**src/rtl/demux_rr_sched.sv**
```systemverilog
// Round-robin scheduler and bit router for a 16-way 1-bit demux datapath.
// Optional feature: define DEMUX_SCHED_PRIO0_EN to give channel 0 absolute priority at arbitration.
module demux_rr_sched #(
  parameter int BURST_LEN = 4,
  parameter int CNT_W     = 8
) (
  input  logic        clk,
  input  logic        rst_n,
  input  logic [15:0] req,
  input  logic        din,
  input  logic        din_valid,
  output logic        din_ready,
  output logic [3:0]  sel,
  output logic [15:0] gnt,
  output logic        busy,
  output logic [15:0] y,
  output logic [15:0] y_valid
);

  typedef enum logic {
    IDLE,
    XFER
  } state_t;

  localparam logic [CNT_W-1:0] LAST_BEAT = CNT_W'(BURST_LEN - 1);

  state_t            state, state_nxt;
  logic [3:0]        sel_nxt;
  logic [3:0]        last_ptr, last_ptr_nxt;
  logic [15:0]       gnt_nxt;
  logic              busy_nxt;
  logic [15:0]       y_nxt, y_valid_nxt;
  logic [CNT_W-1:0]  beat_cnt, beat_cnt_nxt;

  logic [3:0]        rr_winner;
  logic [3:0]        winner;
  logic              rr_found;
  logic              accept;
  logic              abort;
  logic              burst_end;

  // Search upward from the channel after the last owner; offset 16 wraps back to last_ptr itself.
  always_comb begin
    rr_winner = last_ptr;
    rr_found  = 1'b0;
    for (int k = 1; k <= 16; k++) begin
      if (!rr_found && req[last_ptr + 4'(k)]) begin
        rr_winner = last_ptr + 4'(k);
        rr_found  = 1'b1;
      end
    end
  end

`ifdef DEMUX_SCHED_PRIO0_EN
  assign winner = req[0] ? 4'd0 : rr_winner;
`else
  assign winner = rr_winner;
`endif

  assign din_ready = (state == XFER) && req[sel];
  assign accept    = din_ready && din_valid;
  assign abort     = (state == XFER) && !req[sel];
  assign burst_end = accept && (beat_cnt == LAST_BEAT);

  always_comb begin
    // NOTE: every signal driven here gets a default first, so no path can leave one unassigned and infer a latch.
    state_nxt    = state;
    sel_nxt      = sel;
    last_ptr_nxt = last_ptr;
    gnt_nxt      = gnt;
    busy_nxt     = busy;
    beat_cnt_nxt = beat_cnt;
    y_nxt        = '0;
    y_valid_nxt  = '0;

    unique case (state)
      IDLE: begin
        if (|req) begin
          state_nxt    = XFER;
          sel_nxt      = winner;
          gnt_nxt      = 16'(1) << winner;
          busy_nxt     = 1'b1;
          beat_cnt_nxt = '0;
        end
      end

      XFER: begin
        if (abort) begin
          state_nxt    = IDLE;
          last_ptr_nxt = sel;
          gnt_nxt      = '0;
          busy_nxt     = 1'b0;
          beat_cnt_nxt = '0;
        end else if (accept) begin
          y_nxt[sel]       = din;
          y_valid_nxt[sel] = 1'b1;
          if (burst_end) begin
            state_nxt    = IDLE;
            last_ptr_nxt = sel;
            gnt_nxt      = '0;
            busy_nxt     = 1'b0;
            beat_cnt_nxt = '0;
          end else begin
            beat_cnt_nxt = beat_cnt + 1'b1;
          end
        end
      end

      default: state_nxt = IDLE;
    endcase
  end

  always_ff @(posedge clk) begin
    if (!rst_n) begin
      state <= IDLE;
    end else begin
      state <= state_nxt;
    end
  end

  // NOTE: sequential state uses non-blocking assignments so every register samples pre-edge values.
  always_ff @(posedge clk) begin
    if (!rst_n) begin
      sel      <= '0;
      last_ptr <= 4'd15;
      gnt      <= '0;
      busy     <= 1'b0;
      beat_cnt <= '0;
      y        <= '0;
      y_valid  <= '0;
    end else begin
      sel      <= sel_nxt;
      last_ptr <= last_ptr_nxt;
      gnt      <= gnt_nxt;
      busy     <= busy_nxt;
      beat_cnt <= beat_cnt_nxt;
      y        <= y_nxt;
      y_valid  <= y_valid_nxt;
    end
  end

  // Structural invariants of the outputs.
  ap_yv_onehot : assert property (@(posedge clk) disable iff (!rst_n) $onehot0(y_valid));
  ap_y_in_yv   : assert property (@(posedge clk) disable iff (!rst_n) (y & ~y_valid) == '0);
  ap_gnt_oh    : assert property (@(posedge clk) disable iff (!rst_n) $onehot0(gnt));
  ap_busy_gnt  : assert property (@(posedge clk) disable iff (!rst_n) busy == (|gnt));

endmodule
```
**config.mk**
```make
export PLATFORM = sky130hd
export DESIGN_NAME = demux_rr_sched
export DESIGN_NICKNAME = d
export VERILOG_FILES = /design/src/rtl/demux_rr_sched.sv
export SDC_FILE = /design/constraint.sdc
export NUM_CORES = 1
export LEC_CHECK = 0
export CORE_ASPECT_RATIO = 1.1
export CORE_UTILIZATION = 55
export CTS_CLUSTER_DIAMETER = 40
export DETAILED_ROUTE_END_ITERATION = 10
export GPL_TIMING_DRIVEN = 0
export PLACE_DENSITY = 0.87
export SETUP_SLACK_MARGIN = 0.02
export SYNTH_ARGS = -nofsm -noshare
export SYNTH_HDL_FRONTEND = slang
export SYNTH_SLANG_ARGS = --single-unit
```
**constraint.sdc**
```tcl
create_clock -name clk -period 8.7 [get_ports clk]
set_input_delay 0.87 -clock clk [delete_from_list [all_inputs] [get_ports clk]]
set_output_delay 0.87 -clock clk [all_outputs]
set_load 0.005 [all_outputs]
```
==> flow_summary.json <==
{
  "wl_um": 14130,
  "setup_viol": 0,
  "grt_max_degree": 12,
  "die_w_um": 90.09,
  "status": "finished, final reports clean",
  "max-vdd-ir-drop_mv": 0.3153,
  "place_area_um2": 5560,
  "synthTopCellsByArea": "dfxtp_1 28%, mux4_2 14%, mux2i_1 5.3%, nand2_1 4.7%, mux2_2 4.6%",
  "ys_async_sr_fraction_pct": 0,
  "clk_latency_ns": 0.34,
  "fin_skew_ns": 0.006937,
  "final_util_pct": 71.58,
  "area_growth_syn_to_layout_pct": 23.24,
  "start_util_pct": 58.08,
  "worst_pin_slew_ns": 0.8779,
  "antenna_cells": 0,
  "chipHeight_um": 98.90,
  "crit_type": "reg -> reg",
  "whs_path_depth": 2,
  "postCtsSetupRepairBufs": 0,
  "place.gp.congestion": 1.027,
  "n_fill_cell": 613,
  "place.port_buffers": 73,
  "yosys.area.top_type": "dfxtp_1",
  "drive_gt1_share_pct": 13.50,
  "dr.pass1.iters": 4,
  "nNetsFinal": 625,
  "cts-resized-gates": 0,
  "max-slew-margin-rel_pct": 39.80,
  "seq_area_frac_synth_pct": 28.14,
  "slew_viol_final": 0,
  "min_period_ns": 6.133,
  "num_vias": 4544,
  "synth_edf_count": 0,
  "fmax_mhz": 163.1,
  "vias_per_cell": 6.418,
  "hpwl_um": 10700,
  "tns_ns": 0,
  "rsz0062_at_grt": "no",
  "io_pins": 74,
  "min_path_type": "reg -> reg",
  "final_area_um2": 5786,
  "syn-num-nets": 541,
  "ys_seq_elements": 66,
  "reg2reg_depth": 18,
  "grtUsageTotal_pct": 32.58,
  "ys.flop_type": "dfxtp_1",
  "avgSynthCellArea_um2": 9.169,
  "p_per_area_nw_per_um2": 425.3,
  "start_kind": "register",
  "num_rows": 34,
  "critPathRequiredTime_ns": 8.98,
  "routedWlPerCell_um": 19.96,
  "antenna_found_initial": 0,
  "finalHoldViolCount": 0,
  "placed_cells": 693,
  "p_leak_nw": 2.124,
  "end_kind": "register",
  "path_clk_slew_ns": 0.07,
  "synth.top_cell.area_share_pct": 28.14,
  "instances_no_fill": 708,
  "first_iter_violations": 312,
  "setup_slack_ns": 2.567,
  "synth.yosys.warnings": 0,
  "coreArea_um2": 8083,
  "synthesis.area_um2": 4695,
  "cts_buffers": 9,
  "grt_pass1_wl_um": 22760,
  "cp_data_arrival_time_ns": 6.41,
  "finalCritPeriodShare_pct": 70.49,
  "holdBufCountCts": 0,
  "cp_max_fo": 10,
  "cts-htree-levels": 3,
  "cts.sinks": 66,
  "grt_pass1_vias": 4426,
  "cts_tree": "built",
  "clock_path_buffers": 2,
  "max-cap-violations": 0,
  "ant_nets": 0,
  "netlist_instances": 512,
  "grt_remaining_overflow": 0,
  "die_area_um2": 8909,
  "ctsRootBufferMaster": "clkbuf_8",
  "pre_cts_slack_ns": 2.723,
  "ys_types": 64,
  "remaining_drc_errors": 0
}
[per-layer routing]
metal,part of all wire [%],track usage [%]
met5,0,0
met4,3.6,15.88
met2,50,55.78
met3,7.5,7.716
met1,39,38.44
[sequential cells by signal, indices dropped and copies added (netlist names)]
| signal | cells |
|---|---|
| gnt | 16 |
| y | 16 |
| y_valid | 16 |
| beat_cnt | 8 |
| last_ptr | 4 |
| sel | 4 |
| busy | 1 |
| state | 1 |
[placed cells by master, fill, tap and decap left out, types with 11 or more instances in the layout]
| cell type | count |
|---|---|
| dfxtp_1 | 66 |
| nand3_1 | 17 |
| and2_1 | 13 |
| nor2_1 | 51 |
| o211ai_1 | 12 |
| a21oi_1 | 17 |
| clkdlybuf4s50_1 | 73 |
| mux2i_1 | 25 |
| mux4_2 | 30 |
| clkbuf_1 | 18 |
| xnor2_1 | 16 |
| nand2_1 | 59 |
| mux2_2 | 19 |
| clkbuf_8 | 11 |
[critical path: stages (launching register included)]
cell and delay [ns]:
dfxtp_1 0.46, buf_2 0.30, buf_6 0.21, clkbuf_1 0.51, inv_1 0.36, ha_1 0.38, clkbuf_1 0.39, buf_2 0.36
mux2i_1 0.28, mux2i_1 0.15, o2111ai_1 0.62, and4b_1 0.29, clkbuf_1 0.24, nand4_1 0.23, nor3b_1 0.33, nor4_1 0.12
nor3_1 0.46, and2_1 0.23, a22o_1 0.15
[path summary, 6_finish.rpt]
kind / from / endpoint / slack, ns
setup / recovery: last_ptr[1] / gnt[1] / 2.57
hold / removal: gnt[12] / gnt[12] / 0.45
setup reg to reg: last_ptr[1] / gnt[1] / 2.57
hold reg to reg: gnt[12] / gnt[12] / 0.45
[where the power goes]
part           total, W  internal, W  switching [W]
Clock          0.000288     0.000176       0.000113
Combinational   0.00179     0.000702        0.00109
Sequential     0.000379     0.000343      0.0000361
Total           0.00246      0.00122        0.00124
[stage by stage]
stage          total power [W]  hold slack (ns)
2_1_floorplan         0.001661           0.4388
3_3_place_gp          0.002091           0.4385
3_5_place_dp          0.002126           0.4432
4_1_cts               0.002425           0.4521
5_1_grt               0.002625           0.4662
6_report              0.002460           0.4525
[area by class of cell]
cell class | instances | area (µm²) | area share (%)
buffer | 25 | 113.9 | 1.968
clock buffer | 11 | 151.4 | 2.617
timing repair buffer | 73 | 730.7 | 12.63
tap | 108 | 135.1 | 2.336
sequential | 66 | 1321 | 22.84
clock inverter | 4 | 73.82 | 1.276
inverter | 9 | 33.78 | 0.5839
multi-input combinational | 412 | 3226 | 55.75
[cell families after synthesis]
| logic type | after synthesis | share of synthesized area (%) |
|---|---|---|
| compound gates | 112 | 17.70 |
| xor+xnor | 21 | 3.918 |
| fa+ha+maj | 9 | 2.399 |
| buf+inv | 34 | 3.145 |
| flops | 66 | 28.15 |
| mux | 74 | 24.28 |
| simple gates | 196 | 20.42 |
[Yosys cell counts (all sizes together), types with 8 or more instances]
master   count
dfxtp       66
nand2       59
nor2        52
mux4        30
mux2i       25
mux2        19
clkbuf      18
o21ai       18
a21oi       17
nand3       17
xnor2       16
and2        13
o211ai      12
nor3        10
a211oi       9
a22o         9
ha           9
inv          9
nand2b       8
o2111ai      8
No activity file was read; power rests on OpenSTA's default activity.
